File: src/rtl/seq_edge_gen_pkg.sv
// Shared types and constants for the 8-bit any-edge stimulus generator.
// Latency: n/a (package only).
// Backpressure: n/a (package only).
//
// Contents: FSM state encoding, bus width, width of per-cycle toggle counts,
// and a popcount helper used by the generator datapath.
package seq_edge_gen_pkg;

    localparam int NBITS = 8;
    // Wide enough to hold a popcount of 8 (needs 4 bits).
    localparam int CNT_W = 4;

    typedef enum logic [1:0] {
        IDLE = 2'd0,
        EMIT = 2'd1,
        DONE = 2'd2
    } state_t;

    function automatic logic [CNT_W-1:0] popcount8(input logic [NBITS-1:0] v);
        logic [CNT_W-1:0] acc;
        acc = '0;
        for (int i = 0; i < NBITS; i++) begin
            acc = acc + {{(CNT_W-1){1'b0}}, v[i]};
        end
        return acc;
    endfunction

endpackage

File: src/rtl/seq_edge_gen_sel.sv
// Picks the k lowest-indexed set bits of a lane mask.
// Latency: combinational, zero cycles.
// Backpressure: none; pure function of its inputs.
//
// Ports:
//   mask [7:0] in  - lanes allowed to toggle
//   k    [3:0] in  - number of lanes to pick (callers keep k <= popcount(mask))
//   sel  [7:0] out - the k lowest set bits of mask
module seq_edge_gen_sel
    import seq_edge_gen_pkg::*;
(
    input  logic [NBITS-1:0] mask,
    input  logic [CNT_W-1:0] k,
    output logic [NBITS-1:0] sel
);

    logic [CNT_W-1:0] taken;

    // Walk from bit 0 upward, granting set bits until k have been granted.
    always_comb begin
        sel   = '0;
        taken = '0;
        for (int i = 0; i < NBITS; i++) begin
            if (mask[i] && (taken < k)) begin
                sel[i] = 1'b1;
                taken  = taken + 1'b1;
            end
        end
    end

endmodule

File: src/rtl/seq_edge_8b_any_gen.sv
// Drives an 8-bit bus so that it makes exactly N bit toggles, then pulses done.
// Latency: first toggle visible one edge after accept; done the cycle after the last toggle.
// Backpressure: req_rdy high only in IDLE with clear low; one request in flight at a time.
//
// Ports:
//   clk            - clock, rising edge
//   reset          - asynchronous active-low reset
//   clear          - synchronous abort back to IDLE (out_ held, no done)
//   req_val/req_rdy- request handshake; req_num (0..255) edges on lanes req_mask
//   out_   [7:0]   - generated bus, registered
//   done           - one-cycle completion pulse
//   err            - qualifies done: request had edges but an empty mask
//   total  [7:0]   - running toggle count (only with SEQ_EDGE_8B_ANY_GEN_TOTAL_EN)
//
// Build option: define SEQ_EDGE_8B_ANY_GEN_TOTAL_EN to add the total output,
// which tracks what a downstream any-edge counter would read.
module seq_edge_8b_any_gen
    import seq_edge_gen_pkg::*;
#(
    parameter int MAX_PER_CYCLE = 8    // legal range 1..8
) (
    input  logic             clk,
    input  logic             reset,
    input  logic             clear,
    input  logic             req_val,
    output logic             req_rdy,
    input  logic [NBITS-1:0] req_num,
    input  logic [NBITS-1:0] req_mask,
    output logic [NBITS-1:0] out_,
    output logic             done,
`ifdef SEQ_EDGE_8B_ANY_GEN_TOTAL_EN
    output logic             err,
    output logic [NBITS-1:0] total
`else
    output logic             err
`endif
);

    localparam logic [CNT_W-1:0] MAX_K = CNT_W'(MAX_PER_CYCLE);

    state_t           state;
    state_t           state_nxt;
    logic [NBITS-1:0] rem;
    logic [NBITS-1:0] rem_nxt;
    logic [NBITS-1:0] mask_r;
    logic             err_r;
    logic [CNT_W-1:0] pc;
    logic [CNT_W-1:0] k_cap;
    logic [CNT_W-1:0] k;
    logic [NBITS-1:0] sel;
    logic             accept;

    // ------------------------------------------------------------------
    // Per-cycle toggle budget: k = min(rem, popcount(mask), MAX_PER_CYCLE)
    // ------------------------------------------------------------------
    always_comb begin
        pc    = popcount8(mask_r);
        k_cap = (pc < MAX_K) ? pc : MAX_K;
        // rem below k_cap implies rem < 8, so its low nibble is the whole value.
        k     = (rem < {{(NBITS-CNT_W){1'b0}}, k_cap}) ? rem[CNT_W-1:0] : k_cap;
        rem_nxt = rem - {{(NBITS-CNT_W){1'b0}}, k};
    end

    seq_edge_gen_sel u_sel (
        .mask (mask_r),
        .k    (k),
        .sel  (sel)
    );

    assign accept = req_val && req_rdy;

    // ------------------------------------------------------------------
    // FSM: state register
    // ------------------------------------------------------------------
    always_ff @(posedge clk or negedge reset) begin
        if (!reset) begin
            state <= IDLE;
        end else begin
            state <= state_nxt;
        end
    end

    // ------------------------------------------------------------------
    // FSM: next state
    // ------------------------------------------------------------------
    always_comb begin
        state_nxt = state;
        case (state)
            IDLE: begin
                if (accept) begin
                    // Zero edges or no usable lanes finish immediately.
                    if ((req_num == '0) || (req_mask == '0)) begin
                        state_nxt = DONE;
                    end else begin
                        state_nxt = EMIT;
                    end
                end
            end
            EMIT: begin
                if (rem_nxt == '0) begin
                    state_nxt = DONE;
                end
            end
            DONE:    state_nxt = IDLE;
            default: state_nxt = IDLE;
        endcase
        if (clear) begin
            state_nxt = IDLE;
        end
    end

    // ------------------------------------------------------------------
    // FSM: outputs
    // ------------------------------------------------------------------
    always_comb begin
        // reset term keeps the requester off while the block is held in reset.
        req_rdy = reset && (state == IDLE) && !clear;
        done    = (state == DONE);
        err     = (state == DONE) && err_r;
    end

    // ------------------------------------------------------------------
    // Datapath registers
    // ------------------------------------------------------------------
    always_ff @(posedge clk or negedge reset) begin
        if (!reset) begin
            rem    <= '0;
            mask_r <= '0;
            err_r  <= 1'b0;
            out_   <= '0;
        end else if (clear) begin
            // Abort: drop remaining work, keep the bus where it is.
            rem   <= '0;
            err_r <= 1'b0;
        end else begin
            case (state)
                IDLE: begin
                    if (accept) begin
                        rem    <= req_num;
                        mask_r <= req_mask;
                        err_r  <= (req_num != '0) && (req_mask == '0);
                    end
                end
                EMIT: begin
                    out_ <= out_ ^ sel;
                    rem  <= rem_nxt;
                end
                default: begin
                end
            endcase
        end
    end

`ifdef SEQ_EDGE_8B_ANY_GEN_TOTAL_EN
    // Running edge count, wraps at 8 bits like the downstream counter would.
    always_ff @(posedge clk or negedge reset) begin
        if (!reset) begin
            total <= '0;
        end else if (clear) begin
            total <= '0;
        end else if (state == EMIT) begin
            total <= total + {{(NBITS-CNT_W){1'b0}}, k};
        end
    end
`endif

endmodule

File: config.mk
export PLATFORM = sky130hd
export DESIGN_NAME = seq_edge_8b_any_gen
export DESIGN_NICKNAME = d
export VERILOG_FILES = /design/src/rtl/seq_edge_gen_pkg.sv /design/src/rtl/seq_edge_gen_sel.sv /design/src/rtl/seq_edge_8b_any_gen.sv
export SDC_FILE = /design/constraint.sdc
export NUM_CORES = 1
export LEC_CHECK = 0
export ABC_AREA = 1
export CORE_ASPECT_RATIO = 0.6
export CORE_MARGIN = 2
export CORE_UTILIZATION = 62
export DETAILED_ROUTE_END_ITERATION = 8
export GPL_TIMING_DRIVEN = 0
export HOLD_SLACK_MARGIN = 0.05
export PLACE_DENSITY = 0.94
export SLEW_MARGIN = 15
export SYNTH_ARGS = -nofsm -noshare
export SYNTH_HDL_FRONTEND = slang
export SYNTH_HIERARCHICAL = 1
export SYNTH_SLANG_ARGS = --single-unit
File: constraint.sdc
create_clock -name clk -period 29.7 [get_ports clk]
set_input_delay 5.94 -clock clk [delete_from_list [all_inputs] [get_ports clk]]
set_output_delay 5.94 -clock clk [all_outputs]
set_load 0.03 [all_outputs]
==> results.md, run 1 <==
* **ant diodes** 0
* **endpoint kind of the worst setup timing path** output port
* **wirelength, routed** 6.47 mm
* **Avg Cell Area, Syn** 6.87 µm²
* **final core area utilization** 0.752
* **maximum root-to-sink buffer count** 2
* **Vias** 2681
* **worst slew margin relative to its limit** 0.271
* **number of H-tree levels** 1
* **post-synthesis cell count** 393
* **Setup TNS** 0 ns
* **core outline area** 4140 µm²
* **CTS Hold Buffers Added** 0
* **setup repair after global routing missed its margin** false
* **largest fanout on the critical path** 6
* **placement row count** 18
* **data arrival time of the worst path** 7.55 ns
* **number of detailed-route iterations in the first pass** 5
* **Post-Route Skew** 0.00222 ns
* **most common cell after layout, fill and taps aside** nand2_1
* **CP Data Required Time** 23.76 ns
* **share of synthesized area occupied by flip-flops and latches** 0.250
* **Post-DP HPWL** 5.35 mm
* **Netlist cell types** 35
* **count of yosys warnings during synthesis** 6
* **measured slew at the worst slew-check pin** 1.08 ns
* **layout cell share with drive strength beyond 1** 0.0749
* **final cycle utilization of the critical path** 0.454
* **cell-by-cell listing of the critical path** clkdlybuf4s50_1 > nor2_1 > nand2_1 > nor2_1 > clkdlybuf4s50_1
* **final standard cell count with taps included and fillers excluded** 487
* **critical path start-end classification** input port to output port
* **final critical delay including setup and external delays** 13.49 ns
* **initial cell density of the core** 0.652
* **number of buffers and inverters on the critical path** 2
* **post-CTS clock slew at the launch and capture registers of the worst setup and hold paths** 0.09 ns
* **post-route DRC violation count** 0
* **DRT antenna net count** 0
* **buffer type at the clock tree root** clkbuf_8
* **vertical die dimension** 55.1 µm
* **pin count of the biggest net entering global routing** 29
* **Min Hold Slack** 0.471 ns
* **total standard cell area after synthesis** 2700 µm²
* **relative area change from synthesis to final layout** 15.4%
* **largest stage delay on the critical path** 0.69 ns
* **CTS buffer count** 3
* **total die area** 4920 µm²
* **kind of cell adding the most delay to the critical path** buffers and inverters
* **die extent in x** 89.2 µm
* **flop-to-flop setup slack** 18.14 ns
* **Mapped Nets** 448
* **Synth Register Bits** 27
* **routed via count divided by cell count** 5.51
* **insertion delay to the later sink of the worst-skew pair** 0.28 ns
* **number of cells upsized or downsized after cts** 0
* **Post-layout nets** 483
* **peak clock frequency supported by timing** 74.1 MHz
* **DRC marker count from the first detailed-route iteration** 333
* **number of setup buffers added after CTS** 0
* **area occupied by multi-input gates** 1720 µm²
* **global-route total usage across every layer** 0.285
* **IO Pins** 31
* **Register Area** 676 µm²
* **fillers** 335
* **outcome** finished clean
* **global-route wire length before repair** 10.6 mm
* **Routed WL per cell** 13.3 µm
* **commonest non-fill, non-tap cells in the layout** nand2_1 (106), inv_1 (72), ha_1 (31), clkdlybuf4s50_1 (29)
* **CTS tree** done
* **number of pins exceeding their max-slew limit in the final report** 0
* **Final Hold Viols** 0
* **cell with the largest stage delay on the worst path** clkdlybuf4s50_1
* **number of port buffers** 30
* **total clock sinks** 27
* **startpoint type of the worst setup path** input port
* **maxcap violations** 0
* **initial antenna violation count** 0
* **Final setup violation count** 0
* **via count of the first global-routing pass** 2358
* **Routability Congestion** 0.999
* **Hold Path Class** flop to flop
* **cell total after placement** 483
* **overall overflow remaining after global route** 0
-- state kept, by name, summed over array words and instances (netlist names) --
register	flops
mask_r	8
err_r	1
rem	8
state	2
out_	8
-- logic make-up (layout without fill, tap and decap cells) --
kind of cell | Yosys count | in the layout | synth area share
AO/OA/AOI/OAI | 44 | 44 | 0.0996
other | 1 | 1 | 0.00139
AND/OR/NAND/NOR | 194 | 194 | 0.321
adder cells (fa/ha/maj) | 35 | 35 | 0.173
XOR/XNOR | 13 | 13 | 0.0422
flip-flops | 27 | 27 | 0.250
buffers and inverters | 79 | 113 | 0.113
-- through the flow --
| stage | instance area (µm²) | worst slack, ns |
|---|---|---|
| floorplan | 2700 | 17.21 |
| global placement | 3080 | 15.52 |
| detailed placement | 3070 | 16.23 |
| CTS | 3120 | 16.21 |
| global route | 3120 | 16.09 |
| finish | 3120 | 16.21 |
-- cells in the mapped netlist --
master	count	share of area
nand2_1	106	0.15
inv_1	72	0.10
ha_1	31	0.14
dfrtp_1	27	0.25
nand3_1	27	0.050
nor2_1	27	0.038
o21ai_0	22	0.041
nand2_2	12	0.028
xnor2_1	9	0.029
o22ai_1	6	0.014
a21oi_1	4	0.0074
fa_1	4	0.030
nor2_2	4	0.0093
nor4_1	4	0.0093
xor2_1	4	0.013
a211oi_1	3	0.0083
inv_2	3	0.0042
nand4_1	3	0.0070
nor3_1	3	0.0056
a21oi_2	2	0.0065
a31oi_1	2	0.0046
clkbuf_1	2	0.0028
nand2_4	2	0.0083
nand3b_1	2	0.0056
o211ai_1	2	0.0056
a21boi_4	1	0.0070
and2_0	1	0.0023
and3_1	1	0.0023
buf_6	1	0.0042
clkinv_1	1	0.0014
conb_1	1	0.0014
nand3_2	1	0.0037
nand4_2	1	0.0046
o21a_1	1	0.0028
o31ai_1	1	0.0028
-- cell type report --
cell class | count | area share
buffer | 3 | 0.00602
clock buffer | 3 | 0.0132
clock inverter | 1 | 0.00161
inverter | 76 | 0.0915
multi-input combinational | 287 | 0.552
sequential | 27 | 0.217
tap | 60 | 0.0241
timing repair buffer | 30 | 0.0947
-- worst paths after layout --
| path | start | endpoint | depth (start not counted) |
|---|---|---|---|
| setup / recovery | clear | req_rdy | 5 |
| hold / removal | out_[4] | out_[4] | 1 |
| setup reg to reg | mask_r[3] | out_[7] | 60 |
| hold reg to reg | out_[4] | out_[4] | 1 |
| max in group asynchronous | reset | out_[4] | 1 |
| min in group asynchronous | reset | state[1] | 1 |
-- routing by layer --
| layer | up-vias | part of all wire | GRT usage |
|---|---|---|---|
| met3 | 10 | 0.095 | 0.0697 |
| met2 | 143 | 0.42 | 0.448 |
| met1 | 1215 | 0.48 | 0.406 |
| li1 | 1313 | - | - |
| met4 | 0 | 0.0079 | 0.0547 |
| met5 | - | 0 | 0 |
Power of run 1 is left out: the tool's default activity adds up to more than one toggle a clock period on the data nets, which glitch-free logic cannot reach.
==> run 2: changes to the inputs <==
Settings changed: CORE_UTILIZATION 62 to 57, PLACE_DENSITY 0.94 to 0.88.
Clock period 29.7 ns to 12.9 ns, I/O delays scaled along.
==> results.md, run 2 (synthesis results as in run 1) <==
* **outcome** finished clean
* **wirelength, routed** 6.41 mm, -1.1%
* **Hold Path Origin** out_[4]
* **Routed WL per cell** 13.1 µm, -1.7%
* **critical register-to-register path endpoint** out_[7]
* **DRC marker count from the first detailed-route iteration** 239, -28%
* **largest fanout on the critical path** 10, +4
* **number of detailed-route iterations in the first pass** 5, unchanged
* **endpoint kind of the worst setup timing path** flop
* **CTS buffer count** 3, unchanged
* **routed via count divided by cell count** 5.39, -2.0%
* **final standard cell count with taps included and fillers excluded** 490, +0.62%
* **final critical delay including setup and external delays** 11.34 ns
* **via count of the first global-routing pass** 2316, -1.8%
* **buffer type at the clock tree root** clkbuf_8
* **total cell area at the placement stage** 3070 µm², +0.12%
* **Final setup violation count** 0, unchanged
* **total die area** 5320 µm², +8.2%
* **number of pins exceeding their max-slew limit in the final report** 0, unchanged
* **post-route DRC violation count** 0, unchanged
* **Final Hold Viols** 0, unchanged
* **flop-to-flop setup slack** 1.56 ns, -16.58 ns
* **placement row count** 19, +1
* **number of cells on the worst hold path** 1, unchanged
* **critical path start-end classification** flop to flop
* **global-route met1 utilization** 0.397, -0.00871
* **startpoint type of the worst setup path** flop
* **global-route wire length before repair** 10.8 mm, +2.4%
* **initial cell density of the core** 0.592, -0.0600
* **maximum root-to-sink buffer count** 2, unchanged
* **final critical-path setup slack** 1.56 ns, -14.64 ns
* **ant diodes** 0, unchanged
* **IO Pins** 31, unchanged
* **Global Route met3 Usage** 0.0462, -0.0235
* **worst reg2reg path depth** 60, unchanged
* **hold-critical path endpoint** out_[4]
* **fillers** 381, +14%
* **Setup TNS** 0 ns, unchanged
* **vertical die dimension** 57.3 µm, +4.0%
* **number of cells upsized or downsized after cts** 0, unchanged
* **cell with the largest stage delay on the worst path** o21ai_0
* **commonest non-fill, non-tap cells in the layout** nand2_1 (106), inv_1 (72), ha_1 (31), clkdlybuf4s50_1 (29)
* **Routability Congestion** 0.975, -2.4%
* **post-CTS clock slew at the launch and capture registers of the worst setup and hold paths** 0.10 ns, about the same
* **cell total after placement** 486, +0.62%
* **overall overflow remaining after global route** 0, unchanged
* **met2 track demand over resource in global routing** 0.381, -0.0672
* **die extent in x** 92.9 µm, +4.1%
* **CP Data Required Time** 13.07 ns, -10.69 ns
* **number of setup buffers added after CTS** 0, unchanged
* **pin count of the biggest net entering global routing** 29, unchanged
* **layout cell share with drive strength beyond 1** 0.0749, unchanged
* **measured slew at the worst slew-check pin** 1.04 ns, -0.0457 ns
* **final cycle utilization of the critical path** 0.879
* **most prevalent standard cell on the critical path** nand2_1
* **cell area after layout** 3120 µm², +0.12%
* **peak clock frequency supported by timing** 88.2 MHz
* **DRT antenna net count** 0, unchanged
* **pre-CTS setup slack** 1.75 ns, -14.48 ns
* **Post-Route Skew** 0.00429 ns, +0.00208 ns
* **relative area change from synthesis to final layout** 15.6%
* **insertion delay to the later sink of the worst-skew pair** 0.28 ns, about the same
* **global-route total usage across every layer** 0.256, -0.0288
* **Top Usage Layer GRT** met1
* **startpoint of the worst register-to-register path** mask_r[3]
* **CTS tree** done
* **maxcap violations** 0, unchanged
* **setup repair after global routing missed its margin** false
* **Post-DP HPWL** 5.28 mm, -1.3%
* **total clock sinks** 27, unchanged
* **number of port buffers** 30, unchanged
* **registers with the most flip-flops** mask_r: 8 flops, out_: 8 flops, rem: 8 flops
* **initial antenna violation count** 0, unchanged
* **Post-layout nets** 483, unchanged
* **number of H-tree levels** 1, unchanged
* **worst slew margin relative to its limit** 0.302, +0.0308
* **core outline area** 4560 µm², +10%
* **largest stage delay on the critical path** 0.80 ns, +0.11 ns
* **Hold Path Class** flop to flop
* **Vias** 2643, -1.4%
* **most common cell after layout, fill and taps aside** nand2_1
* **CTS Hold Buffers Added** 0, unchanged
* **data arrival time of the worst path** 11.51 ns, +3.96 ns
==> run 2: cell counts in the layout (fill, tap and decap cells not counted) <==
No cell type changed its count.
==> run 2: per-layer routing <==
layer  share of wire  vias to the layer above  wire [µm]
met3           0.081                       10        521
li1                -                     1318          -
met5               0                        -          0
met4           0.014                        0         91
met2            0.40                      123       2590
met1            0.50                     1192       3210
==> run 2: how the worst max path moves through the flow <==
stage / cells after the start / slack (ns) / endpoint / start
2_1_floorplan: 62 / 3.33 / out_[7] / mask_r[3]
3_5_place_dp: 60 / 1.75 / out_[7] / mask_r[3]
3_3_place_gp: 60 / 2.11 / out_[7] / mask_r[3]
5_1_grt: 60 / 0.78 / out_[7] / mask_r[0]
4_1_cts: 60 / 1.71 / out_[7] / mask_r[3]
6_report: 60 / 1.56 / out_[7] / mask_r[3]
==> run 2: cell type report <==
cell class / count / area (µm²) / area share
repair buffers: 30 / 295 / 0.0946
clock inverters: 1 / 5.00 / 0.00160
inverters: 76 / 285 / 0.0914
clock buffers: 3 / 41.3 / 0.0132
plain buffers: 3 / 18.8 / 0.00601
multi-input cells: 287 / 1720 / 0.551
well taps: 63 / 78.8 / 0.0253
flip-flops and latches: 27 / 676 / 0.217
==> run 2: stage by stage <==
stage	util	hold slack, ns
after floorplan	-	0.445
after global placement	0.675	0.458
after detailed placement	0.674	0.462
after CTS	0.684	0.480
after global routing	0.684	0.496
final	0.684	0.473
==> run 2: worst max-delay path, delay by kind of cell, from the launching register on <==
family,cells,cell delay (ns)
AOI/OAI and AO/OA,7,2.40
xor gates and xnor gates,4,0.75
adders and majority gates,13,4.04
DFF,1,0.45
buffers and inverters,8,0.86
and+or+nand+nor,28,2.70
Power of run 2 is left out for the same reason.
==> run 3: changes to the inputs <==
Settings changed: REMOVE_ABC_BUFFERS from default to 1.
==> results.md, run 3 (synthesis results as in run 1) <==
* **most common cell after layout, fill and taps aside** nand2_1
* **total clock sinks** 27, unchanged
* **maxcap violations** 0, unchanged
* **routed via count divided by cell count** 5.31, -1.5%
* **critical path start-end classification** flop to flop
* **final cycle utilization of the critical path** 0.876, -0.00220
* **IO Pins** 31, unchanged
* **placement row count** 19, unchanged
* **die extent in x** 92.9 µm, unchanged
* **wirelength, routed** 6.20 mm, -3.3%
* **largest fanout on the critical path** 11, +1
* **Hold Path Class** flop to flop
* **DRT antenna net count** 0, unchanged
* **number of detailed-route iterations in the first pass** 5, unchanged
* **cell with the largest stage delay on the worst path** o21ai_0
* **vertical die dimension** 57.3 µm, unchanged
* **total die area** 5320 µm², unchanged
* **global-route total usage across every layer** 0.255, -0.00122
* **insertion delay to the later sink of the worst-skew pair** 0.28 ns, about the same
* **Post-Route Skew** 0.00500 ns, +0.000703 ns
* **core outline area** 4560 µm², unchanged
* **maximum root-to-sink buffer count** 2, unchanged
* **relative area change from synthesis to final layout** 14.9%
* **kind of cell adding the most delay to the critical path** adder cells
* **largest stage delay on the critical path** 0.91 ns, +0.11 ns
* **final core area utilization** 0.680, -0.00411
* **Final Hold Viols** 0, unchanged
* **layout cell share with drive strength beyond 1** 0.0731, -0.00183
* **Routability Congestion** 0.958, -1.7%
* **data arrival time of the worst path** 11.48 ns, -0.03 ns
* **initial cell density of the core** 0.592, unchanged
* **CTS buffer count** 3, unchanged
* **setup repair after global routing missed its margin** false
* **worst slew margin relative to its limit** 0.296, -0.00616
* **Post-DP HPWL** 5.04 mm, -4.7%
* **via count of the first global-routing pass** 2414, +4.2%
* **commonest non-fill, non-tap cells in the layout** nand2_1 (106), inv_1 (72), ha_1 (31), clkdlybuf4s50_1 (29)
* **Vias** 2588, -2.1%
* **endpoint kind of the worst setup timing path** flop
* **final critical delay including setup and external delays** 11.31 ns, -0.0284 ns
* **overall overflow remaining after global route** 0, unchanged
* **pin count of the biggest net entering global routing** 29, unchanged
* **post-route DRC violation count** 0, unchanged
* **startpoint type of the worst setup path** flop
* **number of buffers and inverters on the critical path** 6, -2
* **CP Data Required Time** 13.07 ns, about the same
* **CTS Hold Buffers Added** 0, unchanged
* **DRC marker count from the first detailed-route iteration** 265, +11%
* **number of setup buffers added after CTS** 0, unchanged
* **ant diodes** 0, unchanged
* **Post-layout nets** 480, -0.62%
* **Routed WL per cell** 12.7 µm, -2.7%
* **post-CTS clock slew at the launch and capture registers of the worst setup and hold paths** 0.10 ns, about the same
* **measured slew at the worst slew-check pin** 1.05 ns, +0.00914 ns
* **Min Hold Slack** 0.469 ns, -0.00377 ns
* **CTS tree** done
* **peak clock frequency supported by timing** 88.4 MHz, +0.25%
* **number of pins exceeding their max-slew limit in the final report** 0, unchanged
* **most prevalent standard cell on the critical path** nand2_1
* **global-route wire length before repair** 10.9 mm, +1.1%
* **initial antenna violation count** 0, unchanged
* **Final setup violation count** 0, unchanged
* **outcome** finished clean
* **buffer type at the clock tree root** clkbuf_8
* **number of H-tree levels** 1, unchanged
* **number of cells upsized or downsized after cts** 0, unchanged
* **number of port buffers** 30, unchanged
* **Setup TNS** 0 ns, unchanged
* **registers with the most flip-flops** mask_r: 8 flops, out_: 8 flops, rem: 8 flops
-- run 3: metrics by stage --
stage                     setup slack, ns  cell area, µm²  instances
final                                1.59            3100        487
after global routing                0.658            3100        487
after CTS                            1.69            3100        487
after detailed placement             1.77            3060        483
after global placement               2.03            3060        483
after floorplan                      3.30            2680        390
-- run 3: path summary, 6_finish.rpt --
path                                 from  cells past startpoint  slack, ns       end
worst min register to register    out_[6]                      1       0.47   out_[6]
max in group asynchronous           reset                      1      10.19   out_[6]
worst max-delay path            mask_r[3]                     58       1.59   out_[7]
worst min-delay path              out_[6]                      1       0.47   out_[6]
worst max register to register  mask_r[3]                     58       1.59   out_[7]
min in group asynchronous           reset                      1       2.30  state[0]
-- run 3: cell type report --
class                   instances  area (µm²)
multi-input cells             287        1720
flip-flops and latches         27         676
repair buffers                 30         295
well taps                      63        78.8
fillers                       394        1460
inverters                      76         285
clock inverters                 1        5.00
clock buffers                   3        41.3
-- run 3: routing by layer --
metal / track usage / share of wire / routed length, µm
met1: 0.401 / 0.51 / 3180
met2: 0.377 / 0.40 / 2470
met3: 0.0568 / 0.082 / 506
met4: 0.0189 / 0.0052 / 32
met5: 0 / 0 / 0
Power of run 3 is left out for the same reason.
